[config.mk]
export PLATFORM = sky130hd
export DESIGN_NAME = reg_file_stack_flat
export DESIGN_NICKNAME = d
export VERILOG_FILES = /design/src/rtl/reg_file_stack_pkg.sv /design/src/rtl/reg_file_stack_if.sv /design/src/rtl/reg_file_stack_lifo.sv /design/src/rtl/reg_file_stack.sv /design/src/flat_wrapper.sv
export SDC_FILE = /design/constraint.sdc
export NUM_CORES = 1
export LEC_CHECK = 0
export ABC_AREA = 1
export BUFFER_PORTS_ARGS = -buffer_cell sky130_fd_sc_hd__buf_4
export CORE_UTILIZATION = 55
export CTS_CLUSTER_SIZE = 12
export DETAILED_ROUTE_END_ITERATION = 6
export GPL_ROUTABILITY_DRIVEN = 1
export PLACE_DENSITY = 0.82
export SLEW_MARGIN = 5
export SYNTH_ARGS = -nofsm -noshare
export SYNTH_HDL_FRONTEND = slang
export SYNTH_SLANG_ARGS = --single-unit
[constraint.sdc]
create_clock -name clk -period 2.3 [get_ports clk]
set_input_delay 0.46 -clock clk [delete_from_list [all_inputs] [get_ports clk]]
set_output_delay 0.46 -clock clk [all_outputs]
set_load 0.03 [all_outputs]
[src/rtl/reg_file_stack_pkg.sv]
// Shared defaults and the stack operation encoding for the register file / LIFO block.
package reg_file_stack_pkg;

  localparam int DATA_W_DEF    = 8;
  localparam int REG_NUM_DEF   = 4;
  localparam int STK_DEPTH_DEF = 8;

  typedef enum logic [1:0] {
    OP_NONE = 2'b00,
    OP_POP  = 2'b01,
    OP_PUSH = 2'b10,
    OP_SWAP = 2'b11
  } stk_op_e;

  function automatic stk_op_e decode_op(input logic push, input logic pop);
    return stk_op_e'({push, pop});
  endfunction

endpackage

[src/rtl/reg_file_stack_if.sv]
// Decoder-side bus of the register file: write port, two read ports, stack control and status.
interface reg_file_stack_if
  import reg_file_stack_pkg::*;
#(
  parameter int DATA_W    = DATA_W_DEF,
  parameter int REG_NUM   = REG_NUM_DEF,
  parameter int STK_DEPTH = STK_DEPTH_DEF
);
  localparam int AW = $clog2(REG_NUM);
  localparam int CW = $clog2(STK_DEPTH) + 1;

  logic              we;
  logic [AW-1:0]     waddr;
  logic [DATA_W-1:0] wdata;
  logic [AW-1:0]     raddr_a;
  logic [DATA_W-1:0] rdata_a;
  logic [AW-1:0]     raddr_b;
  logic [DATA_W-1:0] rdata_b;
  logic              push;
  logic              pop;
  logic [AW-1:0]     pop_addr;
  logic              full;
  logic              empty;
  logic [CW-1:0]     count;
  logic              ovf;
  logic              unf;
  logic              err_clr;

  modport master (
    output we, waddr, wdata, raddr_a, raddr_b, push, pop, pop_addr, err_clr,
    input  rdata_a, rdata_b, full, empty, count, ovf, unf
  );

  modport slave (
    input  we, waddr, wdata, raddr_a, raddr_b, push, pop, pop_addr, err_clr,
    output rdata_a, rdata_b, full, empty, count, ovf, unf
  );

endinterface

[src/rtl/reg_file_stack_lifo.sv]
// LIFO stack with saturating stack pointer, sticky overflow/underflow flags and a swap operation.
module lifo_stack
  import reg_file_stack_pkg::*;
#(
  parameter  int DATA_W = 8,
  parameter  int DEPTH  = 8,
  localparam int PW     = $clog2(DEPTH) + 1,
  localparam int IW     = $clog2(DEPTH)
) (
  input  logic              clk,
  input  logic              rst_n,
  input  stk_op_e           op_i,
  input  logic [DATA_W-1:0] push_data_i,
  input  logic              err_clr_i,
  output logic [DATA_W-1:0] top_data_o,
  output logic              pop_wr_o,
  output logic              full_o,
  output logic              empty_o,
  output logic [PW-1:0]     count_o,
  output logic              ovf_o,
  output logic              unf_o
);

  logic [DATA_W-1:0] mem_q [DEPTH];
  logic [PW-1:0]     sp_q, sp_d;
  logic              ovf_q, ovf_d;
  logic              unf_q, unf_d;
  logic              wr_en;
  logic [IW-1:0]     wr_idx;
  logic [IW-1:0]     top_idx;

  assign top_idx    = IW'(sp_q - PW'(1));
  assign top_data_o = mem_q[top_idx];
  assign full_o     = (sp_q == PW'(DEPTH));
  assign empty_o    = (sp_q == '0);
  assign count_o    = sp_q;
  assign ovf_o      = ovf_q;
  assign unf_o      = unf_q;

  always_comb begin
    sp_d     = sp_q;
    ovf_d    = ovf_q;
    unf_d    = unf_q;
    wr_en    = 1'b0;
    wr_idx   = IW'(sp_q);
    pop_wr_o = 1'b0;
    case (op_i)
      OP_PUSH: begin
        if (full_o) ovf_d = 1'b1;
        else begin
          wr_en = 1'b1;
          sp_d  = sp_q + PW'(1);
        end
      end
      OP_POP: begin
        if (empty_o) unf_d = 1'b1;
        else begin
          pop_wr_o = 1'b1;
          sp_d     = sp_q - PW'(1);
        end
      end
      OP_SWAP: begin
        // An empty stack cannot be popped, so the swap degrades to a plain push.
        if (empty_o) begin
          wr_en = 1'b1;
          sp_d  = sp_q + PW'(1);
          unf_d = 1'b1;
        end else begin
          wr_en    = 1'b1;
          wr_idx   = top_idx;
          pop_wr_o = 1'b1;
        end
      end
      default: ;
    endcase
    if (err_clr_i) begin
      ovf_d = 1'b0;
      unf_d = 1'b0;
    end
  end

  always_ff @(posedge clk or negedge rst_n) begin
    if (!rst_n) begin
      for (int i = 0; i < DEPTH; i++) mem_q[i] <= '0;
      sp_q  <= '0;
      ovf_q <= 1'b0;
      unf_q <= 1'b0;
    end else begin
      sp_q  <= sp_d;
      ovf_q <= ovf_d;
      unf_q <= unf_d;
      if (wr_en) mem_q[wr_idx] <= push_data_i;
    end
  end

endmodule

[src/rtl/reg_file_stack.sv]
// Register file with two combinational read ports, one write port and PUSH/POP to an internal LIFO.
module reg_file_stack
  import reg_file_stack_pkg::*;
#(
  parameter int DATA_W    = DATA_W_DEF,
  parameter int REG_NUM   = REG_NUM_DEF,
  parameter int STK_DEPTH = STK_DEPTH_DEF
) (
  input  logic             clk,
  input  logic             rst_n,
  reg_file_stack_if.slave  bus
);

  logic [DATA_W-1:0] regs_q [REG_NUM];
  logic [DATA_W-1:0] regs_d [REG_NUM];
  logic [DATA_W-1:0] top_data;
  logic              pop_wr;
  stk_op_e           op;

  assign op          = decode_op(bus.push, bus.pop);
  assign bus.rdata_a = regs_q[bus.raddr_a];
  assign bus.rdata_b = regs_q[bus.raddr_b];

  lifo_stack #(
    .DATA_W (DATA_W),
    .DEPTH  (STK_DEPTH)
  ) u_stack (
    .clk         (clk),
    .rst_n       (rst_n),
    .op_i        (op),
    .push_data_i (regs_q[bus.raddr_a]),
    .err_clr_i   (bus.err_clr),
    .top_data_o  (top_data),
    .pop_wr_o    (pop_wr),
    .full_o      (bus.full),
    .empty_o     (bus.empty),
    .count_o     (bus.count),
    .ovf_o       (bus.ovf),
    .unf_o       (bus.unf)
  );

  // The write port is applied after the pop so it wins on an address collision.
  always_comb begin
    regs_d = regs_q;
    if (pop_wr) regs_d[bus.pop_addr] = top_data;
    if (bus.we) regs_d[bus.waddr] = bus.wdata;
  end

  always_ff @(posedge clk or negedge rst_n) begin
    if (!rst_n) begin
      for (int i = 0; i < REG_NUM; i++) regs_q[i] <= '0;
    end else begin
      regs_q <= regs_d;
    end
  end

endmodule

[src/flat_wrapper.sv]
// flat-port wrapper written by rule: the top's interface ports become plain ports
module reg_file_stack_flat import reg_file_stack_pkg::*;
#(
  parameter int DATA_W    = DATA_W_DEF,
  parameter int REG_NUM   = REG_NUM_DEF,
  parameter int STK_DEPTH = STK_DEPTH_DEF
)
  (clk, rst_n, bus_we, bus_waddr, bus_wdata, bus_raddr_a, bus_raddr_b, bus_push, bus_pop, bus_pop_addr, bus_err_clr, bus_rdata_a, bus_rdata_b, bus_full, bus_empty, bus_count, bus_ovf, bus_unf);
  reg_file_stack_if #(.DATA_W(DATA_W), .REG_NUM(REG_NUM), .STK_DEPTH(STK_DEPTH)) bus_i ();
  input  logic clk;
  input  logic rst_n;
  input wire logic [$bits(bus_i.we)-1:0] bus_we;
  input wire logic [$bits(bus_i.waddr)-1:0] bus_waddr;
  input wire logic [$bits(bus_i.wdata)-1:0] bus_wdata;
  input wire logic [$bits(bus_i.raddr_a)-1:0] bus_raddr_a;
  input wire logic [$bits(bus_i.raddr_b)-1:0] bus_raddr_b;
  input wire logic [$bits(bus_i.push)-1:0] bus_push;
  input wire logic [$bits(bus_i.pop)-1:0] bus_pop;
  input wire logic [$bits(bus_i.pop_addr)-1:0] bus_pop_addr;
  input wire logic [$bits(bus_i.err_clr)-1:0] bus_err_clr;
  output wire logic [$bits(bus_i.rdata_a)-1:0] bus_rdata_a;
  output wire logic [$bits(bus_i.rdata_b)-1:0] bus_rdata_b;
  output wire logic [$bits(bus_i.full)-1:0] bus_full;
  output wire logic [$bits(bus_i.empty)-1:0] bus_empty;
  output wire logic [$bits(bus_i.count)-1:0] bus_count;
  output wire logic [$bits(bus_i.ovf)-1:0] bus_ovf;
  output wire logic [$bits(bus_i.unf)-1:0] bus_unf;
  assign bus_i.we = bus_we;
  assign bus_i.waddr = bus_waddr;
  assign bus_i.wdata = bus_wdata;
  assign bus_i.raddr_a = bus_raddr_a;
  assign bus_i.raddr_b = bus_raddr_b;
  assign bus_i.push = bus_push;
  assign bus_i.pop = bus_pop;
  assign bus_i.pop_addr = bus_pop_addr;
  assign bus_i.err_clr = bus_err_clr;
  assign bus_rdata_a = bus_i.rdata_a;
  assign bus_rdata_b = bus_i.rdata_b;
  assign bus_full = bus_i.full;
  assign bus_empty = bus_i.empty;
  assign bus_count = bus_i.count;
  assign bus_ovf = bus_i.ovf;
  assign bus_unf = bus_i.unf;
  reg_file_stack #(.DATA_W(DATA_W), .REG_NUM(REG_NUM), .STK_DEPTH(STK_DEPTH)) u_core (.clk(clk), .rst_n(rst_n), .bus(bus_i));
endmodule
==> results of run 1 <==
-- sequential cells by signal (all words and copies together) (netlist names) --
name	cells
u_core.u_stack.count_o	4
u_core.u_stack.mem_q	64
u_core.u_stack.unf_o	1
u_core.regs_q	32
u_core.u_stack.ovf_o	1
-- through the flow --
| stage | total power (µW) | util, % |
|---|---|---|
| 4_1_cts | 9215 | 63.65 |
| 6_report | 9303 | 63.65 |
| 2_1_floorplan | 6500 | - |
| 3_5_place_dp | 8055 | 61.74 |
| 3_3_place_gp | 7920 | 61.74 |
| 5_1_grt | 9941 | 63.65 |
-- cell type report --
type	count	area (µm²)	share of cell area, %
repair buffers	68	523.0	7.995
multi-input cells	623	2902	44.36
clock inverters	6	72.57	1.109
flip-flops and latches	102	2554	39.04
clock buffers	9	123.9	1.894
well taps	136	170.2	2.601
inverters	52	196.4	3.003
-- power by group --
part | total [µW] | internal [µW] | leakage [µW] | switching [µW]
logic | 4950 | 1540 | 0.00201 | 3410
clock network | 1170 | 509 | 0.000101 | 658
registers | 3180 | 2620 | 0.00127 | 564
-- final timing paths --
path | start | to | slack, ns | cells past startpoint
max | u_core.u_stack.count_o[1]$_DFFE_PN0P_ | bus_empty | 0.12 | 6
min | rst_n | u_core.regs_q[22]$_DFF_PN0_ | 0.07 | 1
max reg2reg | u_core.u_stack.count_o[1]$_DFFE_PN0P_ | u_core.u_stack.mem_q[34]$_DFFE_PN0P_ | 0.20 | 9
min reg2reg | u_core.u_stack.mem_q[32]$_DFFE_PN0P_ | u_core.u_stack.mem_q[32]$_DFFE_PN0P_ | 0.48 | 2
max in group asynchronous | rst_n | u_core.u_stack.mem_q[60]$_DFFE_PN0P_ | 1.53 | 2
min in group clk | bus_err_clr | u_core.u_stack.ovf_o$_DFFE_PN0P_ | 0.24 | 2
-- layout by cell type, fill, tap and decap left out --
cell type / n
dfrtp_1: 101
nand4_2: 4
clkinv_1: 1
inv_8: 1
nor3_2: 1
nor2_1: 59
inv_1: 43
xor2_1: 4
buf_4: 67
xnor2_1: 1
o22ai_2: 3
nor2_2: 2
bufinv_16: 1
a21boi_0: 1
ha_1: 2
nor2_4: 4
nor3_1: 1
nand3_4: 1
nand2_1: 301
nand3_1: 92
o21ai_0: 40
nor2_8: 2
clkbuf_8: 9
clkinv_2: 2
nand3_2: 3
nand2_2: 11
clkinv_4: 3
dfrtp_2: 1
nand2_4: 6
buf_12: 1
inv_2: 7
o21ai_1: 5
a21oi_1: 77
o22ai_1: 3
-- cells by family (layout without fill, tap and decap cells) --
logic type      Yosys count  in the layout  synth area share [%]
compound gates          129            129                 11.63
flops                   102            102                 44.00
xor+xnor                  5              5                0.7549
fa+ha+maj                 2              2                0.4313
simple gates            487            487                 37.21
buf+inv                  79            135                 5.975
-- metal layers --
| metal | vias up | share of wire [%] |
|---|---|---|
| li1 | 2696 | - |
| met1 | 2707 | 40 |
| met2 | 336 | 47 |
| met3 | 29 | 11 |
| met4 | 0 | 2.1 |
| met5 | - | 0 |
==> run_results.csv, run 1 <==
group,metric,value,unit
placed_design,place_area,6345,µm²
global_route,grt.overflow.total,0,
setup_path,cp_cell_sequence,"inv_1 -> ha_1 -> nand2_2 -> buf_4 -> inv_1 -> buf_4",
yosys,syn-instance-count,804,
global_route,met1_usage,43.51,%
yosys,post-synth-top-count-cell,"nand2_1",
cells_and_area,drive_above_1_share,15.00,%
placed_design,io_buffer_count,45,
drt,wl,17430,µm
setup_path,cpLargestDelayFamily,"buffers and inverters",
global_route,gr-max-usage-layer,"met2",
global_route,grt_max_degree,44,
global_route,grt_util_met3,7.174,%
global_route,grt_pass1_vias,5380,
drt,drt_iter0_drc,671,
drt,num_vias,5768,
global_route,grt_util_all_layers,32.71,%
yosys,synth-seq-cells,102,
sta,slew_viol_final,0,
setup_path,critPathCaptureType,"output pin",
pwr,powerDensity,1422,nW/µm²
worst_hold_path,hp-class,"input pin to asynchronous set/reset pin",
cells_and_area,num_antenna_cells,0,
cells_and_area,fillerInstances,920,
cts,holdBufCountCts,0,
status,status,"complete, no violations",
drt,drcViolationCount,0,
cts,cts_root_buf,"clkbuf_8",
run,maxCapViolCount,0,
yosys,async_flop_share,100.0,%
floorplan,coreArea,10280,µm²
cts,cts_resized,0,
placed_design,place_ws,0.1652,ns
yosys,synth-seq-area-share,44.00,%
cts,cts_setup_buffers,0,
pwr,power_leakage,0.003384,µW
yosys,ys.flop_type,"dfrtp_1",
sta,worst-slew-pin-transition,0.8748,ns
floorplan,die-area,10960,µm²
setup_path,max_stage_delay,0.39,ns
floorplan,ios,46,
yosys,postSynthAreaPerCell,7.215,µm²
setup_path,crit_arrival,1.72,ns
floorplan,die_w,104.7,µm
drt,wl_per_cell,17.50,µm
setup_path,cp_slowest_cell,"dfrtp_1",
cts,cts_tree,"yes",
floorplan,rows,37,
cells_and_area,stdcell_count,996,
sta,finalHoldViolCount,0,
cts,insertion_delay,0.38,ns
yosys,synthDominantCellAreaShare,44.00,%
setup_path,worst-path-max-fanout,7,
yosys,synthTopCellsByCount,"301 x nand2_1, 102 x dfrtp_1, 92 x nand3_1",
setup_path,crit_buf_inv,4,
cells_and_area,nets,880,
sta,fin_hold_ws,0.06895,ns
sta,finClkSkew,0.01540,ns
floorplan,fp.dieH,104.7,µm
cts,clock_sinks,102,
cts,clk_pin_slew_worst_paths,0.11,ns
cts,cts_inserted_buffers,9,
yosys,yosys.area.top_type,"dfrtp_1",
global_route,antenna_found_initial,0,
sta,setup_violations,0,
cts,clk_path_buf_depth,2,
yosys,syn-cell-area,5801,µm²
sta,fin_crit_sh,94.64,%
cells_and_area,final_area,6541,µm²
sta,timing.final.crit_period,2.177,ns
yosys,synthesis.nets,828,
placed_design,gp_congestion,1.015,
global_route,grt_use_met2,52.41,%
yosys,yosys_warnings,0,
sta,rsz0062_at_grt,"false",
floorplan,initial_core_util,56.44,%
setup_path,crit_required,1.84,ns
drt,via_per_inst,5.791,
cts,htreeDepth,3,
pwr,ir_worst_vdd,0.6887,mV
yosys,ys_top_cells_by_area,"dfrtp_1 44%, nand2_1 19%, nand3_1 7.9%",
drt,final_antenna_net_count,0,
placed_design,dp_hpwl,12220,µm
cells_and_area,synthToLayoutAreaGrowth,12.77,%
sta,finalSetupTns,0,ns
placed_design,dp_cells,981,
setup_path,critPathKind,"flop to output pin",
global_route,grt_pass1_wl,27570,µm
yosys,yosysUniqueCellTypes,32,
sta,max_freq,459.4,MHz
sta,fin_ws,0.1232,ns
yosys,synth_edf_count,0,
setup_path,critPathLaunchType,"flop",
drt,dr.pass1.iters,5,
sta,relSlewSlack,41.47,%
Note: power is estimated with default switching activity, not from simulation.
==> run 2: changes to the inputs <==
--- a/config.mk
+++ b/config.mk
@@ -11,7 +11,7 @@
 export CTS_CLUSTER_SIZE = 12
 export DETAILED_ROUTE_END_ITERATION = 6
 export GPL_ROUTABILITY_DRIVEN = 1
-export PLACE_DENSITY = 0.82
+export PLACE_DENSITY_LB_ADDON = 0.12
 export SLEW_MARGIN = 5
 export SYNTH_ARGS = -nofsm -noshare
 export SYNTH_HDL_FRONTEND = slang
==> run 2 against run 1 <==
Net effect:
- the run now ends with hold timing left
- first-iteration DRC count shrank 2.7%
- sequential power about the same
- fmax grew 1.1%
- final cell count up 0.50%
- core utilization is 0.86 points higher
- die area unchanged
- final area grew 1.4%
- wire length about the same
- highest routed layer unchanged
==> run_results.csv, run 2 (same netlist as run 1, synthesis figures left out) <==
group,metric,value,unit
placed_design,dp_hpwl,12330,µm
cts,clock_sinks,102,
cts,htreeDepth,3,
global_route,grt_pass1_wl,27950,µm
pwr,p_comb_share,52.3,%
drt,via_per_inst,5.678,
global_route,grt_pass1_vias,5318,
setup_path,worst-path-max-fanout,7,
status,violations,"hold timing",
cells_and_area,final_common_cell,"nand2_1",
floorplan,fp.dieH,104.7,µm
setup_path,max_stage_delay,0.46,ns
floorplan,coreArea,10280,µm²
cells_and_area,drive_above_1_share,15.72,%
cts,cts_root_buf,"clkbuf_8",
placed_design,gp_congestion,0.9102,
pwr,p_sw_share,48.42,%
drt,dr.pass1.iters,5,
sta,setup_violations,0,
cells_and_area,largest_register,"u_core.u_stack.mem_q",
cells_and_area,num_antenna_cells,0,
cts,clk_path_buf_depth,2,
setup_path,crit_required,1.84,ns
drt,wl,17420,µm
floorplan,die_w,104.7,µm
setup_path,critPathCaptureType,"output pin",
floorplan,die-area,10960,µm²
global_route,grt_max_degree,39,
global_route,grt_util_all_layers,33.29,%
pwr,switching_power,4508,µW
sta,max_freq,464.5,MHz
pwr,ir_worst_vdd,0.7461,mV
drt,drcViolationCount,0,
sta,relSlewSlack,66.82,%
setup_path,crit_buf_inv,4,
pwr,seqPwrFrac,33.9,%
cts,clk_pin_slew_worst_paths,0.11,ns
cells_and_area,nets,884,
cells_and_area,largest_reg_flops,64,
cts,cts_setup_buffers,0,
setup_path,critPathKind,"flop to output pin",
run,maxCapViolCount,0,
setup_path,critPathLaunchType,"flop",
drt,wl_per_cell,17.40,µm
sta,worst-slew-pin-transition,0.4950,ns
setup_path,cp_slowest_cell,"dfrtp_2",
cells_and_area,multiInputGateArea,2909,µm²
floorplan,initial_core_util,56.44,%
drt,final_antenna_net_count,0,
drt,num_vias,5684,
sta,rsz0062_at_grt,"false",
sta,finalHoldViolCount,6,
drt,drt_iter0_drc,653,
cells_and_area,synthToLayoutAreaGrowth,14.30,%
pwr,p_int,4801,µW
sta,finalSetupTns,0,ns
global_route,grt.overflow.total,0,
worst_hold_path,hp-class,"input pin to asynchronous set/reset pin",
cts,cts_inserted_buffers,9,
pwr,powerDensity,1404,nW/µm²
sta,fin_crit_sh,93.61,%
sta,slew_viol_final,0,
cells_and_area,final_cell_mix,"301 x nand2_1, 100 x dfrtp_1, 92 x nand3_1, 77 x a21oi_1, 69 x buf_4",
pwr,finalPower,9309,µW
cts,insertion_delay,0.39,ns
sta,fin_hold_ws,-0.007551,ns
setup_path,cp_cell_sequence,"inv_1 -> ha_2 -> nand2_4 -> buf_4 -> inv_1 -> buf_4",
pwr,clkPwrFrac,13.8,%
floorplan,rows,37,
cts,cts_tree,"yes",
setup_path,crit_arrival,1.69,ns
cells_and_area,fillerInstances,958,
setup_path,cpLargestDelayFamily,"buffers and inverters",
pwr,power_leakage,0.003419,µW
cts,holdBufCountCts,0,
status,status,"finished, violations left",
cts,cts_resized,0,
placed_design,io_buffer_count,45,
cells_and_area,seqCellArea,2555,µm²
sta,timing.final.crit_period,2.153,ns
sta,finClkSkew,0.01360,ns
floorplan,ios,46,
global_route,antenna_found_initial,0,
[run 2: changes by cell type in the layout (fill, tap and decap cells not counted)]
cell	delta
buf_12	+2
buf_4	+2
bufinv_16	+1
clkinv_4	-2
clkinvlp_4	+2
dfrtp_1	-1
dfrtp_2	+1
ha_1	-1
ha_2	+1
inv_6	+1
inv_8	-1
nand2_2	-1
nand2_4	+1
[run 2: power groups by stage]
| stage | Combinational, µW | Sequential [µW] | Clock [µW] |
|---|---|---|---|
| after CTS | 4830 | 3130 | 1290 |
| after floorplan | 3400 | 3100 | 0 |
| after global placement | 4720 | 3150 | 0 |
| after detailed placement | 4820 | 3160 | 0 |
| final | 4870 | 3150 | 1290 |
| after global routing | 5400 | 3250 | 1350 |
[run 2: path summary, 6_finish.rpt]
kind                                                             from                                    end  slack, ns  cells after the start
worst max-delay path            u_core.u_stack.count_o[1]$_DFFE_PN0P_                              bus_empty       0.15                      6
worst min-delay path                                            rst_n  u_core.u_stack.count_o[3]$_DFFE_PN0P_     -0.008                      1
worst max register to register  u_core.u_stack.count_o[1]$_DFFE_PN0P_   u_core.u_stack.mem_q[46]$_DFFE_PN0P_       0.17                     11
worst min register to register   u_core.u_stack.mem_q[43]$_DFFE_PN0P_   u_core.u_stack.mem_q[43]$_DFFE_PN0P_       0.48                      2
max in group asynchronous                                       rst_n   u_core.u_stack.mem_q[49]$_DFFE_PN0P_       1.68                      2
min in group clk                                          bus_err_clr       u_core.u_stack.unf_o$_DFFE_PN0P_       0.22                      2
[run 2: through the flow]
stage	setup slack (ns)	cell area (µm²)	util [%]	hold WS, ns	cells
4_1_cts	0.05786	6621	64.43	0.002644	1001
6_report	0.1469	6630	64.51	-0.007551	1001
3_3_place_gp	0.2464	6400	62.27	0.4153	985
2_1_floorplan	0.01856	5802	-	0.1644	804
5_1_grt	0.03426	6630	64.51	0.01343	1001
3_5_place_dp	0.1996	6400	62.27	0.4237	985
[run 2: cell type report]
cell class	count	area share [%]
inverter	52	2.963
multi-input combinational	623	43.88
clock buffer	9	1.868
tap	136	2.567
clock inverter	7	1.472
sequential	102	38.54
timing repair buffer	72	8.719
[run 2: routing by layer]
| layer | vias up | part of all wire, % | global-route usage [%] |
|---|---|---|---|
| met3 | 42 | 7.8 | 4.866 |
| met4 | 0 | 2.8 | 13.08 |
| li1 | 2712 | - | - |
| met2 | 256 | 45 | 51.99 |
| met1 | 2674 | 44 | 46.85 |
| met5 | - | 0 | 0 |
==> run 3: changes to the inputs <==
==> constraint.sdc (replaced) <==
create_clock -name clk -period 2.14 [get_ports clk]
set_input_delay 0.428 -clock clk [delete_from_list [all_inputs] [get_ports clk]]
set_output_delay 0.428 -clock clk [all_outputs]
set_load 0.03 [all_outputs]
==> run 3 against run 2 <==
Net effect:
- the run now ends clean
- global-route usage grew 0.31 points
- hold slack improved by 0.20 ns
- final area grew 0.36%
- critical path depth decreased by 1
- clock power decreased by 9%
- register-to-register slack improved by 0.04 ns
- largest power group unchanged
- highest routed layer unchanged
==> run_results.csv, run 3 (same netlist as run 1, synthesis figures left out) <==
group,metric,value,unit
setup_path,crit_arrival,1.63,ns
sta,finalHoldViolCount,0,
sta,timing.final.crit_period,2.058,ns
sta,relSlewSlack,35.13,%
pwr,power_leakage,0.003433,µW
cts,cts_inserted_buffers,9,
cts,htreeDepth,3,
setup_path,crit_required,1.71,ns
placed_design,place_ws,0.08542,ns
sta,finClkSkew,0.01108,ns
sta,fin_crit_sh,96.19,%
floorplan,die-area,10960,µm²
cts,cts_tree,"yes",
worst_hold_path,hp-class,"input pin to flop",
placed_design,gp_congestion,0.8832,
cts,clk_pin_slew_worst_paths,0.10,ns
global_route,antenna_found_initial,0,
drt,num_vias,5746,
floorplan,initial_core_util,56.44,%
cells_and_area,nets,888,
cts,clock_sinks,102,
floorplan,die_w,104.7,µm
pwr,finalPower,9970,µW
run,maxCapViolCount,0,
cells_and_area,largest_register,"u_core.u_stack.mem_q",
drt,wl,17500,µm
drt,via_per_inst,5.717,
global_route,grt_util_all_layers,33.60,%
floorplan,ios,46,
placed_design,dp_hpwl,12310,µm
cells_and_area,drive_above_1_share,16.11,%
pwr,powerDensity,1498,nW/µm²
setup_path,critPathLaunchType,"input pin",
cells_and_area,postLayoutCoreUtil,64.74,%
drt,wl_per_cell,17.41,µm
setup_path,critPathKind,"input pin to output pin",
sta,slew_viol_final,0,
sta,fin_ws,0.08158,ns
global_route,grt.overflow.total,0,
floorplan,fp.dieH,104.7,µm
sta,worst-slew-pin-transition,0.9695,ns
cts,insertion_delay,0.39,ns
cells_and_area,synthToLayoutAreaGrowth,14.71,%
drt,final_antenna_net_count,0,
cells_and_area,fillerInstances,938,
sta,setup_violations,0,
setup_path,worst-path-max-fanout,13,
global_route,grt_pass1_wl,27990,µm
global_route,grt_pass1_vias,5456,
setup_path,critPathCaptureType,"output pin",
drt,drcViolationCount,0,
global_route,grt_max_degree,49,
floorplan,coreArea,10280,µm²
placed_design,io_buffer_count,45,
cells_and_area,largest_reg_flops,64,
drt,drt_iter0_drc,587,
floorplan,rows,37,
cells_and_area,final_cell_mix,"301 x nand2_1, 101 x dfrtp_1, 92 x nand3_1, 77 x a21oi_1, 71 x buf_4",
cells_and_area,final_common_cell,"nand2_1",
status,status,"complete, no violations",
cells_and_area,num_antenna_cells,0,
cts,clk_path_buf_depth,2,
drt,dr.pass1.iters,5,
sta,finalSetupTns,0,ns
pwr,ir_worst_vdd,0.7024,mV
sta,fin_hold_ws,0.1943,ns
sta,max_freq,485.8,MHz
cts,cts_root_buf,"clkbuf_8",
sta,rsz0062_at_grt,"false",
run 3: layer usage:
layer | share of wire, % | wire length, µm | track usage [%] | vias to the layer above
met3 | 9.4 | 1652 | 7.361 | 43
met4 | 2.5 | 445 | 13.18 | 0
li1 | - | - | - | 2716
met1 | 42 | 7388 | 46.38 | 2716
met2 | 46 | 8014 | 51.66 | 271
met5 | 0 | 0 | 0 | -
run 3: area by class of cell:
class                           instances  area (µm²)  area share, %
Clock buffer                            9       123.9          1.862
Clock inverter                          7       58.81         0.8838
Multi-Input combinational cell        623        2927          43.98
Tap cell                              136       170.2          2.557
Timing Repair Buffer                   76       623.1          9.364
Inverter                               52       197.7          2.971
Sequential cell                       102        2554          38.38
run 3: timing repair:
| action | CTS | global route |
|---|---|---|
| hold buffers | 1 | 0 |
| hold endpoints to repair | 30 | 0 |
| gates resized for setup | 1 | 3 |
| gates cloned | 0 | 0 |
| buffers inserted | 0 | 0 |
| pin swaps | 0 | 1 |
| setup endpoints to repair | 1 | 65 |
run 3: path summary, 6_finish.rpt:
check,slack (ns),cells past startpoint,start,end
worst max-delay path,0.08,5,bus_raddr_a[1],bus_rdata_a[7]
worst min-delay path,0.19,2,bus_err_clr,u_core.u_stack.ovf_o$_DFFE_PN0P_
worst max register to register,0.21,11,u_core.u_stack.count_o[1]$_DFFE_PN0P_,u_core.u_stack.mem_q[43]$_DFFE_PN0P_
worst min register to register,0.48,2,u_core.u_stack.mem_q[13]$_DFFE_PN0P_,u_core.u_stack.mem_q[13]$_DFFE_PN0P_
max in group asynchronous,1.01,3,rst_n,u_core.regs_q[5]$_DFF_PN0_
min in group asynchronous,0.52,2,rst_n,u_core.u_stack.mem_q[14]$_DFFE_PN0P_
run 3: critical path: stages:
cell     delay (ns)
buf_4          0.13
inv_1          0.35
o21ai_0        0.19
o22ai_2        0.29
buf_4          0.23
run 3: where the power goes:
group | switching [µW] | internal, µW | total (µW)
combinational | 3650 | 1750 | 5400
sequential | 583 | 2810 | 3400
clock | 734 | 439 | 1170
total | 4970 | 5000 | 9970
run 3: through the flow:
stage               cell area (µm²)  std cells
finish                         6654       1005
global route                   6654       1005
CTS                            6639       1005
detailed placement             6441        988
global placement               6441        988
floorplan                      5818        804
